**src/rtl/mempipe_sched.sv**
```systemverilog
// Memory-pipe issue scheduler: picks one of NREQ requesters per cycle with
// round-robin fairness and a starvation override, then stages the winner into mm1.
package mempipe_pkg;
  typedef struct packed {
    logic [3:0]  op;
    logic [5:0]  tag;
    logic [31:0] addr;
  } t_mempipe_arb;
endpackage

module mempipe_sched
  import mempipe_pkg::*;
#(
  parameter int NREQ          = 3,
  parameter int STARVE_THRESH = 8,
  localparam int SW           = (NREQ > 1) ? $clog2(NREQ) : 1
) (
  input  logic              clk,
  input  logic              reset,
  input  logic [NREQ-1:0]   req_valid_mm0,
  input  t_mempipe_arb      req_pkt_mm0 [NREQ],
  output logic [NREQ-1:0]   gnt_mm0,
  input  logic              pipe_stall_mm0,
  output logic              pipe_valid_mm0,
  output t_mempipe_arb      pipe_pkt_mm0,
  output logic              pipe_valid_mm1,
  output t_mempipe_arb      pipe_pkt_mm1,
  output logic [SW-1:0]     pipe_src_mm1,
  output logic              starve_any
);

  localparam int CW = $clog2(STARVE_THRESH + 1);
  localparam logic [CW-1:0] THRESH = CW'(STARVE_THRESH);

  logic [SW-1:0]   rr_ptr_r;
  logic [CW-1:0]   cnt_r [NREQ];
  logic [NREQ-1:0] starve_vec_s;
  logic [SW-1:0]   win_s;
  logic            found_s;

  // Per-requester starvation flags
  always_comb begin
    starve_vec_s = '0;
    for (int i = 0; i < NREQ; i++) begin
      starve_vec_s[i] = (cnt_r[i] == THRESH);
    end
    starve_any = |starve_vec_s;
  end

  // Winner selection; loops run high-to-low so the last hit is the preferred index
  always_comb begin : sel_p
    logic [SW:0] j;
    found_s = 1'b0;
    win_s   = '0;
    j       = '0;
    if (pipe_stall_mm0) begin
      found_s = 1'b0;
    end else if (|(req_valid_mm0 & starve_vec_s)) begin
      for (int i = NREQ - 1; i >= 0; i--) begin
        found_s = found_s | (req_valid_mm0[i] & starve_vec_s[i]);
        win_s   = (req_valid_mm0[i] && starve_vec_s[i]) ? SW'(i) : win_s;
      end
    end else begin
      for (int k = NREQ - 1; k >= 0; k--) begin
        j       = {1'b0, rr_ptr_r} + (SW+1)'(k);
        j       = (j >= (SW+1)'(NREQ)) ? (j - (SW+1)'(NREQ)) : j;
        found_s = found_s | req_valid_mm0[j];
        win_s   = req_valid_mm0[j] ? SW'(j) : win_s;
      end
    end
  end

  // mm0 outputs driven straight from the selection
  always_comb begin
    gnt_mm0        = found_s ? (NREQ'(1) << win_s) : '0;
    pipe_valid_mm0 = found_s;
    pipe_pkt_mm0   = found_s ? req_pkt_mm0[win_s] : '0;
  end

  // Arbitration state and mm1 staging; reset overrides every update
  always_ff @(posedge clk) begin
    if (reset) begin
      rr_ptr_r       <= '0;
      pipe_valid_mm1 <= 1'b0;
      pipe_pkt_mm1   <= '0;
      pipe_src_mm1   <= '0;
      for (int i = 0; i < NREQ; i++) begin
        cnt_r[i] <= '0;
      end
    end else begin
      if (found_s) begin
        rr_ptr_r <= (win_s == SW'(NREQ - 1)) ? '0 : (win_s + SW'(1));
      end else begin
        rr_ptr_r <= rr_ptr_r;
      end
      pipe_valid_mm1 <= pipe_valid_mm0;
      pipe_pkt_mm1   <= pipe_pkt_mm0;
      pipe_src_mm1   <= win_s;
      for (int i = 0; i < NREQ; i++) begin
        if (!req_valid_mm0[i] || gnt_mm0[i]) begin
          cnt_r[i] <= '0;
        end else if (cnt_r[i] != THRESH) begin
          cnt_r[i] <= cnt_r[i] + CW'(1);
        end else begin
          cnt_r[i] <= cnt_r[i];
        end
      end
    end
  end

`ifndef SYNTHESIS
  mempipe_sched_chk #(.NREQ(NREQ)) u_chk (
    .clk           (clk),
    .req_valid_mm0 (req_valid_mm0),
    .gnt_mm0       (gnt_mm0)
  );
`endif

endmodule

// Grant legality: at most one grant, and only to an active requester.
module mempipe_sched_chk #(
  parameter int NREQ = 3
) (
  input logic            clk,
  input logic [NREQ-1:0] req_valid_mm0,
  input logic [NREQ-1:0] gnt_mm0
);
  a_gnt_onehot0: assert property (@(posedge clk) $onehot0(gnt_mm0));
  a_gnt_has_req: assert property (@(posedge clk) (gnt_mm0 & ~req_valid_mm0) == '0);
endmodule

```
**config.mk**
```make
export PLATFORM = sky130hd
export DESIGN_NAME = mempipe_sched
export DESIGN_NICKNAME = d
export VERILOG_FILES = /design/src/rtl/mempipe_sched.sv
export SDC_FILE = /design/constraint.sdc
export NUM_CORES = 1
export LEC_CHECK = 0
export CORE_MARGIN = 1
export CORE_UTILIZATION = 37
export CTS_BUF_LIST = sky130_fd_sc_hd__clkbuf_4
export CTS_CLUSTER_DIAMETER = 150
export DETAILED_ROUTE_END_ITERATION = 10
export PLACE_DENSITY = 0.88
export REMOVE_ABC_BUFFERS = 1
export SLEW_MARGIN = 5
export SYNTH_ARGS = -nofsm -noshare
export SYNTH_HDL_FRONTEND = slang
export SYNTH_SLANG_ARGS = --single-unit
```
**constraint.sdc**
```tcl
create_clock -name clk -period 3.1 [get_ports clk]
set_input_delay 0.465 -clock clk [delete_from_list [all_inputs] [get_ports clk]]
set_output_delay 0.465 -clock clk [all_outputs]
set_load 0.02 [all_outputs]
```
* After elaboration in Yosys (flattened, before gate mapping)
Memories as Yosys holds them, arrays and structs flattened.
Index checks and enable logic that the tools add are counted.
** Storage, ports and cells
- Logic and storage cells :: 129
- Bits in registers :: 47
- RAM bits :: 12
- Memories :: 1
- Input port bits :: 132
** Operators by class
- $lt $le $gt $ge :: 7
- Muxes and demuxes :: 69
- Eq/ne operators :: 7
- Reductions and logical operators :: 11
- Bitwise logic cells :: 18
- Shift operators :: 1
- Add/sub/neg operators :: 9
** Memories
- cnt_r :: words 3, bits a word 4, read ports 3, clocked after memory_dff 0, wr ports 3, line 36 : logic [CW-1:0] cnt_r [NREQ];
** Operator list (count)
- $mux 42 :: 3
- $bmux 42 s2 :: 1
- $mux 1 :: 40
- $mux 4 :: 9
- $mux 2 :: 9
- $or 1x1->1 :: 13
- $add 4x1->4 const B :: 3
- $eq 4x4->1 const B :: 3
- $mux 3 :: 4
- $ne 4x4->1 const B :: 3
- $lt 3x3->1 const B :: 3
- $bmux 1 s2 :: 3
- $ge 3x2->1 const B :: 2
- $reduce_or 3->1 :: 2
- $sub 3x2->3 const B :: 2
- $add 2x1->3 const B :: 1
- $add 2x2->3 const B :: 1
- $and 1x1->1 :: 3
- $and 3x3->3 :: 1
- $ge 3x3->1 const B :: 1
- $logic_and 1x1->1 :: 3
- $logic_not 1->1 :: 3
- $logic_or 1x1->1 :: 3
- $not 2->3 :: 1
- other kinds (5) :: 5

* Depth between registers and ports, before layout
Gate-level depths: netlist of the first run.
- Depth in word-level cells :: 19
- Depth in mapped cells :: 12

* Worst setup path after synthesis of the first run
No wires, ideal clock.
- Path type :: reg2out
- Start :: reg rr_ptr_r[0]
- End :: out pipe_pkt_mm0[10] in the netlist's numbering
- Arrival :: 2318 ps
- Setup slack :: 317 ps
- Buffers on the path :: 2
- Required time :: 2635 ps
- Cell stages (with the launch flop) :: 12
- Cell sequence :: dfxtp_1 -> inv_1 -> ha_1 -> and2_4 -> a2111oi_4 -> a31oi_4 -> inv_2 -> and4_1 -> buf_4 -> buf_4 -> nand2_1 -> nand2_1
** RTL lines
- from (decl) :: line 35 : logic [SW-1:0] rr_ptr_r;
- from (signal assigned) :: line 92 : rr_ptr_r <= (win_s == SW'(NREQ - 1)) ? '0 : (win_s + SW'(1));
- from (signal assigned) :: line 94 : rr_ptr_r <= rr_ptr_r;
- to (decl) :: line 25 : output t_mempipe_arb pipe_pkt_mm0,

==> results of run 1 <==
[flip-flops by register name, indices dropped and copies added, names as in the netlist]
signal          count
pipe_pkt_mm1       42
pipe_valid_mm1      1
pipe_src_mm1        2
rr_ptr_r            2
cnt_r              12
[area by class of cell]
cell class / instances / share of cell area
repair buffers: 261 / 0.412
multi-input cells: 257 / 0.326
flip-flops and latches: 59 / 0.213
well taps: 108 / 0.0220
clock buffers: 11 / 0.0134
inverters: 14 / 0.00854
clock inverters: 5 / 0.00488
[cell usage after synthesis, types with 2 or more instances]
master,number
nand2_1,61
dfxtp_1,47
a221o_1,28
a22o_1,28
and3_1,28
a22oi_1,27
a21o_1,14
edfxtp_1,12
inv_1,12
nor2_1,12
buf_4,10
ha_1,8
clkbuf_1,7
buf_2,6
nand3_1,6
buf_6,4
nand4b_1,3
nor4_1,3
xnor2_1,3
xor2_1,3
a21oi_1,2
and2_1,2
and3b_1,2
inv_2,2
nand2b_1,2
or3_1,2
[metrics by stage]
step                       util  instance area [sq um]
final                     0.706                   6150
after global routing      0.706                   6150
after CTS                 0.694                   6050
after detailed placement  0.668                   5830
after global placement    0.668                   5830
after floorplan               -                   3160
[critical path, cell delays in order]
cell	delay [ns]
clkdlybuf4s50_1	0.57
nor2_1	0.14
a2111oi_4	0.43
a31oi_4	0.14
inv_2	0.09
and4_4	0.29
buf_12	0.13
buf_16	0.13
a21o_1	0.13
buf_6	0.11
[path summary, 6_finish.rpt]
check	to	slack (ns)	cells after the start
min	rr_ptr_r[0]	0.51	1
min reg2reg	rr_ptr_r[0]	0.51	1
max reg2reg	pipe_pkt_mm1[21]	0.52	8
max	pipe_pkt_mm0[21]	0.01	10
[what timing repair did]
action	4_1_cts	5_1_grt
pin swaps	4	14
buffers inserted	2	4
setup endpoints to repair	45	45
hold endpoints to repair	0	0
gates resized for setup	135	112
gates cloned	2	1
[logic make-up after synthesis]
logic type               count (synthesis)  share of synthesized area
XOR/XNOR                                 6                     0.0157
AND/OR/NAND/NOR                        132                      0.203
flip-flops                              59                      0.389
AO/OA/AOI/OAI                          111                      0.291
adder cells (fa/ha/maj)                  8                     0.0299
buffers and inverters                   43                     0.0710
[layer usage]
metal	wire length [um]	part of all wire	GRT usage	vias up
li1	-	-	-	1852
met1	5180	0.38	0.303	1911
met2	6820	0.50	0.478	208
met3	1010	0.074	0.0719	47
met4	627	0.046	0.141	0
met5	0	0	0	-
[power groups by stage]
stage                     clock network, mW  logic, mW  registers (mW)
after floorplan                           0      0.404           0.946
after global placement                    0       1.09           0.877
after detailed placement                  0       1.10           0.880
after CTS                             0.482       1.12           0.863
after global routing                  0.518       1.23           0.868
final                                 0.472       1.17           0.863
==> results.md, run 1 <==
* Outcome: finished, final reports clean
* Top cell type's share of synthesized area at 0.281
* Register area at 1310 sq um
* Wirelength, routed at 13,600 um
* Area grow syn2layout at 83.9%
* GPL Wtd Cong at 0.887
* WS Path Type: in -> out
* Top cells by area, synth: dfxtp_1, edfxtp_1, a221o_1, a22o_1, nand2_1
* Int Pwr at 1.61 mW
* Switching share of power at 0.356
* Max Clock Skew at 0.0236 ns
* Clock Latency Late Sink at 0.39 ns
* Most common cell after layout, fill and taps aside: clkdlybuf4s50_1
* Worst hold margin at 0.508 ns
* Drt pass-1 iters at 5
* Setup crit start: req_valid_mm0[1]
* Antenna viol nets, final at 0
* Psw at 0.894 mW
* Site Rows at 34
* Total gr overflow at 0
* GR Util All Layers at 0.273
* CTS tree: yes
* Final worst slack at 0.0124 ns
* Max VDD drop at 247 uV
* Max transition margin at 0.302
* Vias at 4,018
* Seq/Total Area, Yosys at 0.389
* Yosys Warn Count at 0
* Power, Total at 2.51 mW
* Die ar. at 9430 sq um
* # diodes at 0
* Post-Syn Instances at 359
* Wire per inst at 19.1 um
* DRC violations left at 0
* Min cycle time layout at 3.09 ns
* Clock slew at reported path FFs at 0.08 ns
* Measured slew at the worst slew-check pin at 1.04 ns
* Hold path start: rr_ptr_r[0]
* CTS Buf Count at 9
* Fin. max-slew vios at 0
* Sequential share of power at 0.344
* Root Driver: clkbuf_4
* # hold bufs at CTS at 0
* CP endpoint kind: output pin
* Combinational power share at 0.468
* Final #Nets at 742
* Clock power frac at 0.188
* Post-DP HPWL at 9520 um
* Die W at 97.1 um
* Worst Path Required at 2.63 ns
* Multi-input gate area at 2010 sq um
* CORE AREA at 8720 sq um
* Async set-reset flop share out of synthesis at 0
* Hold crit path type: reg -> reg
* Most frequent cells in the layout: clkdlybuf4s50_1, nand2_1, dfxtp_1
* CTS Buffer Depth at 2
* I/O pins at 224
* Starting density of the core at 0.384
* Post-route non-filler standard cell count at 715
* Hold Vio Cnt, Final at 0
* Critical R2R Launch: rr_ptr_r[0]
* Data arrival at the endpoint of the critical path at 2.62 ns
* Startpoint types: input pin
* Placed Cells incl. Taps at 690
* Worst-path maximum fanout at 6
* Fraction of layout instances using a drive strength above 1 at 0.239
* Filler cell count in the final layout at 641
* Main synth FF type: dfxtp_1
* Pwr Density at 408 nW/um^2
* Yosys cell types at 51
* Initial antenna violation count at 0
* Max Cap Violations at 0
* Port Buf Inserts at 223
* Pre-CTS setup slack at -0.310 ns
* CTS sink count at 59
* Syn_area_per_cell at 9.32 sq um
* Vias/cell at 5.62
* Vias in the first global route at 4,126
* Global-route wire length before repair at 20,400 um
* Initial DRC count at 210
* P_leak at 2.77 nW
* # H-tree levels at 3
* Largest net degree at the start of global routing at 38
* Die H at 97.1 um
* Synth Register Bits at 59
* Tcrit/Tclk final at 0.996
* Synthesized cell area at 3350 sq um
* Synth area leader: dfxtp_1
* Setup_tns at 0 ns
* Max Freq at 0.324 GHz
* RSZ-0062 raised after global routing: true
* EDFF count, synth at 12
* Setup violators final at 0
No activity file was read; power rests on OpenSTA's default activity.
==> run 2: changes to the inputs <==
--- a/config.mk
+++ b/config.mk
@@ -5,12 +5,13 @@
 export SDC_FILE = /design/constraint.sdc
 export NUM_CORES = 1
 export LEC_CHECK = 0
+export ABC_AREA = 1
 export CORE_MARGIN = 1
 export CORE_UTILIZATION = 37
 export CTS_BUF_LIST = sky130_fd_sc_hd__clkbuf_4
 export CTS_CLUSTER_DIAMETER = 150
 export DETAILED_ROUTE_END_ITERATION = 10
-export PLACE_DENSITY = 0.88
+export PLACE_DENSITY = 0.87
 export REMOVE_ABC_BUFFERS = 1
 export SLEW_MARGIN = 5
 export SYNTH_ARGS = -nofsm -noshare
==> run 2 against run 1 <==
Final area is 3.5% higher; cell count increased by 28%; setup slack better by 0.088 ns; clock skew fell by 0.0051 ns; sequential power up 7.0%; the flow now finishes with violations (design-rule violations); global-route usage rose by 0.28 points; clock-buffer cell count fell by 1.
==> results.md, run 2 <==
* Worst-path maximum fanout at 12 (+6)
* Yosys cell types at 24 (-53%)
* Top cell type's share of synthesized area at 0.275 (-0.00657)
* Antenna viol nets, final at 0 (unchanged)
* Most frequent cells in the layout: clkdlybuf4s50_1, nand2_1, nand3_1
* Yosys Warn Count at 0 (unchanged)
* Power, Total at 3.76 mW (+50%)
* Post-Syn Instances at 516 (+44%)
* Final #Nets at 942 (+27%)
* Setup violators final at 0 (unchanged)
* Main synth FF type: dfxtp_1
* Starting density of the core at 0.387 (+0.00351)
* Async set-reset flop share out of synthesis at 0 (unchanged)
* # H-tree levels at 3 (unchanged)
* Vias/cell at 5.01 (-11%)
* Clock Latency Late Sink at 0.40 ns (about the same)
* Largest net degree at the start of global routing at 27 (-29%)
* Pwr Density at 590 nW/um^2 (+45%)
* WS Path Type: reg -> out
* Largest family of logic cells by synthesized area: simple AND/OR/NAND/NOR gates
* Root Driver: clkbuf_4
* Tcrit/Tclk final at 0.968 (-0.0284)
* Max Clock Skew at 0.0185 ns (-0.00510 ns)
* Sequential share of power at 0.246 (-0.098)
* Top post-synthesis cells by count: nand2_1, nand3_1, inv_1
* Post-synthesis xor/xnor area fraction at 0.0153 (-0.000367)
* Cell with the most instances after synthesis: nand2_1
* Outcome: complete, but fails checks
* Clock power frac at 0.166 (-0.022)
* Largest register FFs at 42 (unchanged)
* Combinational power share at 0.589 (+0.121)
* Startpoint types: register
* Die W at 98.2 um (+1.2%)
* Worst-path cell chain: inv_1 -> ha_4 -> inv_2 -> nand2_1 -> nand3_1 -> nand2_1 -> buf_4 -> nor2_1 -> a21oi_4 -> buf_6 -> nand4_1 -> nand2_1 -> dlygate4sd2_1
* Int Pwr at 2.19 mW (+36%)
* Site Rows at 34 (unchanged)
* DRC violations left at 6 (+6)
* Measured slew at the worst slew-check pin at 0.326 ns (-0.717 ns)
* GR Util All Layers at 0.276 (+0.00279)
* EDFF count, synth at 12 (unchanged)
* Mux cell area share after synthesis at 0 (unchanged)
* CP endpoint kind: output pin
* Max VDD drop at 303 uV (+23%)
* Top cells by area, synth: dfxtp_1, nand3_1, nand2_1, edfxtp_1, inv_1
* Worst path most repeated cell: nand2_1
* Global-route wire length before repair at 21,000 um (+3.0%)
* Port Buf Inserts at 223 (unchanged)
* Top reg by flops: pipe_pkt_mm1
* Min cycle time layout at 3.00 ns (-0.0881 ns)
* CORE AREA at 8850 sq um (+1.5%)
* Post-DP HPWL at 10,400 um (+9.5%)
* Post-synthesis simple-gate area fraction at 0.393 (+0.189)
* Slowest library cell on the worst path: dfxtp_2
* Crit path largest cell delay at 0.35 ns (-0.22 ns)
* Initial DRC count at 158 (-25%)
* CTS sink count at 59 (unchanged)
* GPL Wtd Cong at 0.925 (+4.2%)
* RSZ-0062 raised after global routing: true
* Switching share of power at 0.417 (+0.0603)
* Filler cell count in the final layout at 716 (+12%)
* Most common cell after layout, fill and taps aside: clkdlybuf4s50_1
* Biggest regs: pipe_pkt_mm1 (42), cnt_r (12)
* # diodes at 0 (unchanged)
* Critical path's top delay family: buffers and inverters
* CTS Buffer Depth at 2 (unchanged)
* Initial antenna violation count at 0 (unchanged)
* Seq/Total Area, Yosys at 0.380 (-0.00908)
* Total gr overflow at 0 (unchanged)
* Die ar. at 9650 sq um (+2.3%)
* Vias in the first global route at 4,489 (+8.8%)
* Synth Area in Compound Gates at 0.0570 (-0.234)
* Wire per inst at 14.7 um (-23%)
* Clock slew at reported path FFs at 0.09 ns (about the same)
* Max Cap Violations at 0 (unchanged)
* Max Freq at 0.333 GHz (+2.9%)
* Sum of buffers and inverters on the critical path at 5 (unchanged)
* Synth area leader: dfxtp_1
* Core Util, Final at 0.720 (+0.0140)
* Worst Path Required at 2.63 ns (about the same)
* Syn_area_per_cell at 6.64 sq um (-29%)
* Hold Vio Cnt, Final at 0 (unchanged)
* Fin. max-slew vios at 0 (unchanged)
* Failing checks: design-rule violations
* CTS tree: yes
* Drt pass-1 iters at 8 (+3)
* Wirelength, routed at 13,400 um (-1.7%)
* CTS Buf Count at 9 (unchanged)
* Vias at 4,584 (+14%)
* P_leak at 3.17 nW (+14%)
* Die H at 98.2 um (+1.2%)
* Hold crit path type: reg -> reg
* I/O pins at 224 (unchanged)
* Fraction of layout instances using a drive strength above 1 at 0.191 (-0.0480)
* Psw at 1.57 mW (+75%)
* Adder and majority gate portion of the synthesized area at 0.0292 (-0.000699)
* Max transition margin at 0.782 (+0.480)
* Synth Register Bits at 59 (unchanged)
* Area grow syn2layout at 85.8%
* Synthesized cell area at 3430 sq um (+2.4%)
* Data arrival at the endpoint of the critical path at 2.53 ns (-0.09 ns)
run 2: path summary, 6_finish.rpt:
path               startpoint          endpoint  slack [ns]  cells after the start
setup / recovery  rr_ptr_r[0]  pipe_pkt_mm0[40]        0.10                     13
hold / removal    rr_ptr_r[0]       rr_ptr_r[0]        0.49                      2
setup reg to reg  rr_ptr_r[0]       cnt_r[2][2]        0.79                     13
hold reg to reg   rr_ptr_r[0]       rr_ptr_r[0]        0.49                      2
run 2: power by group through the flow:
stage / clock network [mW] / logic [mW] / registers, mW
finish: 0.623 / 2.21 / 0.923
global route: 0.665 / 2.38 / 0.934
CTS: 0.630 / 2.23 / 0.923
detailed placement: 0 / 2.31 / 0.940
global placement: 0 / 2.27 / 0.934
floorplan: 0 / 0.904 / 1.06
run 2: metal layers:
layer,GRT usage,vias up,routed length (um)
li1,-,2239,-
met1,0.303,2121,5220
met2,0.524,195,7030
met3,0.0501,29,834
met4,0.106,0,319
met5,0,-,0
run 2: cells by family after synthesis:
group	after synthesis
XOR/XNOR	6
AO/OA/AOI/OAI	36
adder cells (fa/ha/maj)	8
flip-flops	59
buffers and inverters	106
AND/OR/NAND/NOR	301
run 2: area by class of cell:
cell class              count  area, sq um  area share
clock buffers              10         75.1      0.0118
multi-input cells         351         1740       0.274
well taps                 108          135      0.0212
flip-flops and latches     59         1300       0.205
repair buffers            302         2730       0.429
inverters                  79          299      0.0470
clock inverters             6         80.1      0.0126
run 2: what timing repair did:
| item | CTS | global route |
|---|---|---|
| hold endpoints to repair | 0 | 0 |
| setup buffers | 0 | 2 |
| hold buffers | 0 | 0 |
| pin swaps | 0 | 1 |
| gates resized for setup | 89 | 78 |
| setup endpoints to repair | 46 | 43 |
run 2: metrics by stage:
step	cells	instance area (sq um)	setup TNS, ns	hold slack (ns)	setup slack, ns
2_1_floorplan	489	3290	-18.53	0.452	-0.730
4_1_cts	913	6460	-0.00768	0.491	-0.00552
3_5_place_dp	897	6300	-7.23	0.491	-0.271
5_1_grt	915	6370	-0.155	0.516	-0.0805
6_report	915	6370	0	0.489	0.101
3_3_place_gp	897	6300	-5.31	0.471	-0.212
run 2: worst register-to-register path, delay by kind of cell (launching register included):
family	cells	cell delay [ns]
adders and majority gates	1	0.28
buffers and inverters	3	0.31
DFF	1	0.35
and+or+nand+nor	9	1.12
